File: src/rtl/lc3b_types.sv
// Shared LC-3b memory-side types plus the arbiter's default starvation limit and state encoding.
package lc3b_types;

  typedef logic [15:0] lc3b_word;
  typedef logic [1:0]  lc3b_mem_wmask;

  localparam int MEM_ARB_MAX_WAIT = 8;

  typedef enum logic [1:0] {
    IDLE    = 2'd0,
    SERVE_I = 2'd1,
    SERVE_D = 2'd2,
    DONE    = 2'd3
  } mem_arb_state_t;

endpackage

File: src/rtl/mem_arb_perf.sv
// Saturating 16-bit grant and conflict counters for the memory arbiter.
module mem_arb_perf (
  input  logic        clk,
  input  logic        rst_n,
  input  logic        igrant,
  input  logic        dgrant,
  input  logic        conflict,
  output logic [15:0] perf_igrant,
  output logic [15:0] perf_dgrant,
  output logic [15:0] perf_conflict
);

  // Each counter sticks at all-ones rather than wrapping.
  always_ff @(posedge clk or negedge rst_n) begin
    if (!rst_n) begin
      perf_igrant   <= 16'd0;
      perf_dgrant   <= 16'd0;
      perf_conflict <= 16'd0;
    end else begin
      if (igrant && (perf_igrant != 16'hFFFF))
        perf_igrant <= perf_igrant + 16'd1;
      if (dgrant && (perf_dgrant != 16'hFFFF))
        perf_dgrant <= perf_dgrant + 16'd1;
      if (conflict && (perf_conflict != 16'hFFFF))
        perf_conflict <= perf_conflict + 16'd1;
    end
  end

endmodule

File: src/rtl/mem_arbiter.sv
// Two-client (instruction/data) arbiter onto one physical memory port with starvation guard.
// Define MEM_ARB_PERF_EN to build the grant/conflict performance counters.
import lc3b_types::*;

module mem_arbiter #(
  parameter int MAX_WAIT = MEM_ARB_MAX_WAIT
) (
  input  logic          clk,
  input  logic          rst_n,
  input  logic          imem_read,
  input  lc3b_word      imem_address,
  output lc3b_word      imem_rdata,
  output logic          imem_resp,
  input  logic          dmem_read,
  input  logic          dmem_write,
  input  lc3b_word      dmem_address,
  input  lc3b_word      dmem_wdata,
  input  lc3b_mem_wmask dmem_byte_enable,
  output lc3b_word      dmem_rdata,
  output logic          dmem_resp,
  output logic          pmem_read,
  output logic          pmem_write,
  output lc3b_word      pmem_address,
  output lc3b_word      pmem_wdata,
  output lc3b_mem_wmask pmem_wmask,
  input  lc3b_word      pmem_rdata,
  input  logic          pmem_resp,
  output logic [15:0]   perf_igrant,
  output logic [15:0]   perf_dgrant,
  output logic [15:0]   perf_conflict
);

  mem_arb_state_t state;
  logic [3:0]     starve_cnt;
  lc3b_word       req_addr;
  lc3b_word       req_wdata;
  lc3b_mem_wmask  req_mask;
  logic           req_write;
  logic           req_dmem;

  logic dmem_req;
  logic starved;
  logic grant_i;
  logic grant_d;
  logic serving;

  // A starved imem overrides the normal data-first priority.
  assign dmem_req = dmem_read | dmem_write;
  assign starved  = imem_read && ({28'd0, starve_cnt} >= 32'(MAX_WAIT));
  assign grant_i  = (state == IDLE) && (starved || (imem_read && !dmem_req));
  assign grant_d  = (state == IDLE) && dmem_req && !starved;
  assign serving  = (state == SERVE_I) || (state == SERVE_D);

  assign pmem_read    = serving && !req_write;
  assign pmem_write   = serving && req_write;
  assign pmem_address = req_addr;
  assign pmem_wdata   = req_wdata;
  assign pmem_wmask   = req_mask;

  assign imem_resp = (state == DONE) && !req_dmem;
  assign dmem_resp = (state == DONE) && req_dmem;

  // Memory is only ever driven from the request latched at grant, so clients may drop early.
  always_ff @(posedge clk or negedge rst_n) begin
    if (!rst_n) begin
      state      <= IDLE;
      starve_cnt <= 4'd0;
      req_addr   <= '0;
      req_wdata  <= '0;
      req_mask   <= '0;
      req_write  <= 1'b0;
      req_dmem   <= 1'b0;
      imem_rdata <= '0;
      dmem_rdata <= '0;
    end else begin
      case (state)
        IDLE: begin
          if (grant_d) begin
            state     <= SERVE_D;
            req_addr  <= dmem_address;
            req_wdata <= dmem_wdata;
            req_mask  <= dmem_byte_enable;
            req_write <= dmem_write;
            req_dmem  <= 1'b1;
            if (imem_read && (starve_cnt != 4'hF))
              starve_cnt <= starve_cnt + 4'd1;
          end else if (grant_i) begin
            state      <= SERVE_I;
            req_addr   <= imem_address;
            req_wdata  <= '0;
            req_mask   <= '0;
            req_write  <= 1'b0;
            req_dmem   <= 1'b0;
            starve_cnt <= 4'd0;
          end
        end
        SERVE_I: begin
          if (pmem_resp) begin
            imem_rdata <= pmem_rdata;
            state      <= DONE;
          end
        end
        SERVE_D: begin
          if (pmem_resp) begin
            dmem_rdata <= pmem_rdata;
            state      <= DONE;
          end
        end
        default: state <= IDLE;
      endcase
    end
  end

`ifdef MEM_ARB_PERF_EN
  logic conflict;

  assign conflict = (state == IDLE) && imem_read && dmem_req;

  mem_arb_perf u_perf (
    .clk           (clk),
    .rst_n         (rst_n),
    .igrant        (grant_i),
    .dgrant        (grant_d),
    .conflict      (conflict),
    .perf_igrant   (perf_igrant),
    .perf_dgrant   (perf_dgrant),
    .perf_conflict (perf_conflict)
  );
`else
  assign perf_igrant   = 16'd0;
  assign perf_dgrant   = 16'd0;
  assign perf_conflict = 16'd0;
`endif

endmodule

File: config.mk
export PLATFORM = sky130hd
export DESIGN_NAME = mem_arbiter
export DESIGN_NICKNAME = d
export VERILOG_FILES = /design/src/rtl/lc3b_types.sv /design/src/rtl/mem_arb_perf.sv /design/src/rtl/mem_arbiter.sv
export SDC_FILE = /design/constraint.sdc
export NUM_CORES = 1
export LEC_CHECK = 0
export BUFFER_PORTS_ARGS = -buffer_cell sky130_fd_sc_hd__buf_2
export CAP_MARGIN = 20
export CORE_MARGIN = 2
export CORE_UTILIZATION = 45
export CTS_BUF_LIST = sky130_fd_sc_hd__clkbuf_4 sky130_fd_sc_hd__clkbuf_8
export CTS_CLUSTER_DIAMETER = 50
export DETAILED_ROUTE_END_ITERATION = 16
export PLACE_DENSITY = 0.81
export SYNTH_ARGS = -nofsm -noshare
export SYNTH_HDL_FRONTEND = slang
export SYNTH_HIERARCHICAL = 1
export SYNTH_SLANG_ARGS = --single-unit
File: constraint.sdc
create_clock -name clk -period 4.4 [get_ports clk]
set_clock_uncertainty 0.05 [all_clocks]
set_input_delay 0.44 -clock clk [delete_from_list [all_inputs] [get_ports clk]]
set_output_delay 0.44 -clock clk [all_outputs]
set_load 0.1 [all_outputs]
=== Yosys cells after proc, flatten, opt, wreduce, memory -nomap -nowiden ===
Index checks and enable logic that the tools add are counted.

* Flip-flop bits (word level): 74
* Word-level logic and storage cells: 59

* Order comparisons: 1
* Equality and inequality tests: 7
* Bitwise logic cells: 1
* Mux-type cells: 16
* $add $sub $neg: 1
* Reductions and logical operators: 24

{| class="wikitable"
|+ Operators with widths
! kind !! number
|-
| 2-to-1 mux 16 bit || 4
|-
| 2-to-1 mux 4 bit || 3
|-
| logical AND 1 bit || 10
|-
| 2-to-1 mux 2 bit || 5
|-
| AND reduction 2 bit || 4
|-
| adder 4 x 1 -> 4 bit, second input constant || 1
|-
| equality test 2 bit, second input constant || 2
|-
| >= comparator 4 bit, second input constant || 1
|-
| zero test 1 bit || 4
|-
| != test 2 x 1 -> 1 bit, second input constant || 2
|-
| != test 4 bit, second input constant || 1
|-
| case mux 2 bit (2 select lines) || 1
|-
| 2-to-1 mux 1 bit || 3
|-
| != test 3 bit, second input constant || 1
|-
| AND reduction 3 bit || 1
|-
| equality test 2 x 1 -> 1 bit, second input constant || 1
|-
| zero test 2 bit || 1
|-
| logical OR 1 bit || 2
|-
| nonzero test 2 bit || 1
|-
| OR reduction 2 bit || 1
|-
| OR 1 bit || 1
|}

=== Longest topological paths before layout ===
Gate-level depths: netlist of the first run.

* Depth after elaboration: 8
* Gate-level depth with buffers: 7
* Mapped depth without buffers: 5

=== Least setup slack after synthesis of the first run ===
No wires, ideal clock.

* Path kind: register -> output
* From: register state[0]
* To: output pmem_read
* Data required time: 3910 ps
* Buffers on the path: 0
* Cell stages (with the launch flop): 4
* Data arrival time: 2138 ps
* Slack: 1772 ps
* Cell sequence: dfrtp_1 > inv_1 > ha_1 > nor2b_1

* Longest elaborated chain between the ends: 3

{| class="wikitable"
|+ RTL lines
! what !! RTL line !! RTL
|-
| start: declaration || mem_arbiter.sv:33 || <nowiki>mem_arb_state_t state;</nowiki>
|-
| start signal: assignment || mem_arbiter.sv:66 || <nowiki>state <= IDLE;</nowiki>
|-
| start signal: assignment || mem_arbiter.sv:79 || <nowiki>state <= SERVE_D;</nowiki>
|-
| start signal: assignment || mem_arbiter.sv:88 || <nowiki>state <= SERVE_I;</nowiki>
|-
| equality test 2 x 1 -> 1 bit or equality test 2 bit (tied branches) || mem_arbiter.sv:52 || <nowiki>assign serving = (state == SERVE_I) || (state == SERVE_D);</nowiki>
|-
| logical OR 1 bit (*) || mem_arbiter.sv:52 ||
|-
| logical AND 1 bit (*) || mem_arbiter.sv:54 || <nowiki>assign pmem_read = serving && !req_write;</nowiki>
|-
| end: declaration || mem_arbiter.sv:21 || <nowiki>output logic pmem_read,</nowiki>
|}

Every way passes the cells marked *; elsewhere a longest branch is shown, timed or not.

=== Worst setup path after layout of the first run ===
* From: register state[0]
* To: register req_addr[3] (netlist: pmem_address[3])

* Longest elaborated chain between the ends: 5

{| class="wikitable"
|+ RTL lines
! what !! RTL line !! RTL
|-
| zero test 2 bit (*) || mem_arbiter.sv:50, mem_arbiter.sv:51, mem_arbiter.sv:76 ||
|-
| logical AND 1 bit (2 in a row) || mem_arbiter.sv:51 || <nowiki>assign grant_d = (state == IDLE) && dmem_req && !starved;</nowiki>
|-
| nonzero test 2 bit (no source line) || n/a ||
|-
| AND reduction 2 bit (no source line) || n/a ||
|-
| end signal: assignment || mem_arbiter.sv:80 || <nowiki>req_addr <= dmem_address;</nowiki>
|-
| end signal: assignment || mem_arbiter.sv:89 || <nowiki>req_addr <= imem_address;</nowiki>
|-
| end: declaration || mem_arbiter.sv:35 || <nowiki>lc3b_word req_addr;</nowiki>
|}

Marks and branches as above.
A chain may end at the register's enable or synchronous reset.

==> flow_metrics.tcl, run 1 <==
set metrics [dict create \
    drive_above_1_share_pct 43.1 \
    grtUsageMet3_pct 5.15 \
    viasPerCell 4.92 \
    top_usage_layer "met2" \
    cts_resized 0 \
    die_y_um 91.1 \
    wl_per_cell_um 14.5 \
    tns_ns 0 \
    hold_viol 0 \
    ys_seq_area_share_pct 54.3 \
    antenna_found_initial 0 \
    coreArea_um2 7290 \
    final_antenna_net_count 0 \
    final_cells 507 \
    syn_area_um2 3410 \
    hp-class "input port to asynchronous set/reset pin" \
    multi_input_area_um2 1290 \
    num_rows 31 \
    placed_cells 491 \
    synthCells 264 \
    cp.arrival_ns 2.60 \
    cts_tree "yes" \
    met2_usage_pct 28.6 \
    htreeDepth 3 \
    critPathRequiredTime_ns 4.62 \
    whs_ns 0.176 \
    setup_violations 0 \
    die_w_um 91.1 \
    fmax_mhz 421 \
    slew_violations 0 \
    period_needed_ns 2.38 \
    wirelength_um 7370 \
    cts_setup_buffers 0 \
    endpoint_kind "register" \
    grt_use_met1_pct 22.3 \
    drcViolationCount 0 \
    vias 2496 \
    start_util_pct 46.8 \
    yosys_most_used_dff "dfrtp_1" \
    grt_max_degree 75 \
    syn2layout_area_growth_pct 24.3 \
    tightest_slew_ns 0.883 \
    grt_pass1_wl_um 11500 \
    postSynthAreaPerCell_um2 12.9 \
    synth_edf_count 0 \
    post-place-ws_ns 2.03 \
    r2r_slack_ns 2.02 \
    hpwlAfterDp_um 5450 \
    fin_ws_ns 2.02 \
    gp_routability_congestion 0.814 \
    ff_latch_area_um2 1850 \
    hold_buffers 0 \
    io_buffers 141 \
    worst-path-max-fanout 26 \
    relSlewSlack_pct 41.1 \
    maxCapViolations 0 \
    first_pass_iters 4 \
    final_common_cell "buf_2" \
    start_kind "register" \
    drtIter0Drc 80 \
    num_io_pins 190 \
    ys_types 30 \
    first_global_vias 2308 \
    ys_seq_elements 74 \
    worstSetupPathType "register to register" \
    cts_sinks 74 \
    timing.final.crit_share_pct 54.0 \
    grt_use_total_pct 17.5 \
    grt_overflow 0 \
    fin_nets 482 \
    rsz0062_at_grt "no" \
    synth_warnings 6 \
    die_area_um2 8300 \
    numCtsBuffers 9 \
    cts.root.buffer_cell "clkbuf_8" \
    synthArstFlopShare_pct 100 \
    status "complete, no violations" \
    clock_latency_ns 0.32 \
    diodes 0 \
    cts_buffer_depth 2 \
    clk_pin_slew_ns 0.08 \
    mostFrequentLayoutCells "buf_2, dfrtp_1, conb_1, a22o_1, mux2_1" \
    fill_cells 602 \
]
## critical path, stage by stage (launching register included)
cell and delay, ns:
dfrtp_1 0.44, inv_1 0.11, ha_1 0.67, o31ai_4 0.18, a21oi_2 0.60, a221o_1 0.27
## path summary, 6_finish.rpt
path / startpoint / to / depth (start not counted)
worst max-delay path: state[0] / pmem_address[3] / 5
worst min-delay path: rst_n / imem_rdata[14] / 1
worst max register to register: state[0] / pmem_address[3] / 5
worst min register to register: dmem_rdata[15] / dmem_rdata[15] / 1
max in group asynchronous: rst_n / req_write / 1
min in group clk: dmem_wdata[14] / pmem_wdata[14] / 2
## final cells by class
cell class	instances	share of cell area, %
Inverter	4	0.354
Tap cell	99	2.92
Timing Repair Buffer	142	16.9
Clock buffer	10	3.10
Multi-Input combinational cell	172	30.4
Sequential cell	74	43.7
Clock inverter	6	2.65
## logic make-up after synthesis
group,share of synthesized area [%]
DFF,54.3
buffers and inverters,13.1
AOI/OAI and AO/OA,13.8
muxes,10.9
and+or+nand+nor,5.35
adders and majority gates,2.57
other,0.110
## layer usage
metal	share of wire [%]	vias up	wire, um
li1	-	1138	-
met1	41	1216	3040
met2	49	135	3620
met3	8.6	7	633
met4	1.1	0	78
met5	0	-	0
## through the flow
stage / instance area, um^2 / utilization, %
2_1_floorplan: 3590 / -
3_3_place_gp: 4000 / 54.8
3_5_place_dp: 4000 / 54.8
4_1_cts: 4240 / 58.2
5_1_grt: 4240 / 58.2
6_report: 4240 / 58.2
## cells in the mapped netlist (2+ instances only)
| cell type | n | share of area (%) |
|---|---|---|
| a21o_1 | 2 | 0.44 |
| a21oi_1 | 2 | 0.29 |
| a221o_1 | 16 | 4.7 |
| a22o_1 | 20 | 5.1 |
| and2_1 | 3 | 0.55 |
| and3_1 | 16 | 2.9 |
| buf_2 | 6 | 0.88 |
| buf_4 | 48 | 11 |
| buf_6 | 2 | 0.66 |
| clkbuf_1 | 5 | 0.55 |
| dfrtp_1 | 74 | 54 |
| ha_1 | 7 | 2.6 |
| inv_1 | 4 | 0.44 |
| mux2_1 | 18 | 5.9 |
| mux2_2 | 14 | 4.6 |
| nand2_1 | 7 | 0.77 |
| nand3_1 | 2 | 0.29 |
| nor2b_1 | 3 | 0.55 |
| o21ai_1 | 2 | 0.29 |
| o2bb2ai_1 | 3 | 0.77 |
## state kept, by name, indices dropped and copies added, names as in the netlist
signal / cells
state: 2
req_write: 1
imem_rdata: 16
dmem_rdata: 16
starve_cnt: 4
pmem_wdata: 16
pmem_wmask: 2
req_dmem: 1
pmem_address: 16
Power of run 1 is left out: the tool's default activity adds up to more than one toggle a clock period on the data nets, which glitch-free logic cannot reach.
==> run 2: changes to the inputs <==
==> constraint.sdc (replaced) <==
create_clock -name clk -period 2.5 [get_ports clk]
set_clock_uncertainty 0.05 [all_clocks]
set_input_delay 0.25 -clock clk [delete_from_list [all_inputs] [get_ports clk]]
set_output_delay 0.25 -clock clk [all_outputs]
set_load 0.1 [all_outputs]
==> flow_metrics.tcl, run 2 (synthesized netlist as in run 1, its figures left out) <==
set metrics [dict create \
    gp_routability_congestion 0.799 \
    grt_max_degree 75 \
    hold_viol 19 \
    coreArea_um2 7290 \
    setup_violations 0 \
    fill_cells 614 \
    die_area_um2 8300 \
    cts_sinks 74 \
    mostFrequentLayoutCells "buf_2, dfrtp_1, conb_1, a22o_1, mux2_1" \
    timing.final.crit_share_pct 84.6 \
    cts_tree "yes" \
    start_kind "register" \
    wirelength_um 7810 \
    antenna_found_initial 0 \
    vias 2531 \
    clk_pin_slew_ns 0.08 \
    clock_latency_ns 0.35 \
    cts_resized 0 \
    worst-path-max-fanout 5 \
    diodes 0 \
    numCtsBuffers 9 \
    cts.root.buffer_cell "clkbuf_8" \
    relSlewSlack_pct 38.9 \
    whs_ns -0.0256 \
    grt_use_total_pct 19.2 \
    drive_above_1_share_pct 43.8 \
    hp-class "input port to asynchronous set/reset pin" \
    grt_overflow 0 \
    cts_buffer_depth 2 \
    r2r_cells 5 \
    final_common_cell "buf_2" \
    viasPerCell 4.94 \
    tns_ns 0 \
    cp.arrival_ns 1.81 \
    fin_nets 488 \
    slew_violations 0 \
    worstSetupPathType "register to primary output" \
    violations "negative hold slack" \
    final_antenna_net_count 0 \
    first_global_vias 2456 \
    rsz0062_at_grt "no" \
    fmax_mhz 473 \
    ff_latch_area_um2 1850 \
    grt_pass1_wl_um 12700 \
    start_util_pct 46.8 \
    cts_setup_buffers 0 \
    tightest_slew_ns 0.916 \
    critPathRequiredTime_ns 2.20 \
    maxCapViolations 0 \
    first_pass_iters 4 \
    num_rows 31 \
    wl_per_cell_um 15.3 \
    hpwlAfterDp_um 5780 \
    htreeDepth 3 \
    drtIter0Drc 58 \
    die_w_um 91.1 \
    period_needed_ns 2.11 \
    drcViolationCount 0 \
    endpoint_kind "primary output" \
    hold_buffers 0 \
    syn2layout_area_growth_pct 26.1 \
    multi_input_area_um2 1290 \
    status "finished with violations" \
    num_io_pins 190 \
    io_buffers 141 \
    die_y_um 91.1 \
]
==> run 2: layer usage <==
layer	wire length [um]	up-vias	GRT usage, %
li1	-	1145	-
met1	3330	1250	25.6
met2	3830	123	31.0
met3	530	13	3.90
met4	123	0	7.58
met5	0	-	0
==> run 2: cell type report <==
class | instances | share of cell area [%]
clock buffer | 9 | 2.88
tap | 99 | 2.88
multi-input combinational | 172 | 30.0
clock inverter | 6 | 3.20
sequential | 74 | 43.0
inverter | 4 | 0.349
timing repair buffer | 148 | 17.7
==> run 2: worst paths after layout <==
path,start,end,slack (ns)
max reg2reg,state[0],pmem_address[11],0.54
max,state[0],pmem_read,0.39
max in group asynchronous,rst_n,pmem_address[12],1.82
min reg2reg,imem_rdata[15],imem_rdata[15],0.44
min in group clk,dmem_wdata[5],pmem_wdata[5],0.07
min,rst_n,dmem_rdata[14],-0.03
==> run 2: per-stage QoR <==
step,hold slack (ns),worst slack (ns),cell area [um^2],utilization [%],instances
finish,-0.0256,0.385,4300,59.0,512
global route,0.0542,0.283,4300,59.0,512
CTS,0.0137,0.371,4300,59.0,512
detailed placement,0.394,0.542,4040,55.4,497
global placement,0.378,0.649,4040,55.4,497
floorplan,-0.0956,0.0621,3590,-,311
==> run 2: critical path: stages (launching register included) <==
cell,delay (ns)
dfrtp_1,0.43
inv_1,0.09
ha_1,0.37
nor2b_1,0.15
buf_2,0.43
Power of run 2 is left out for the same reason.
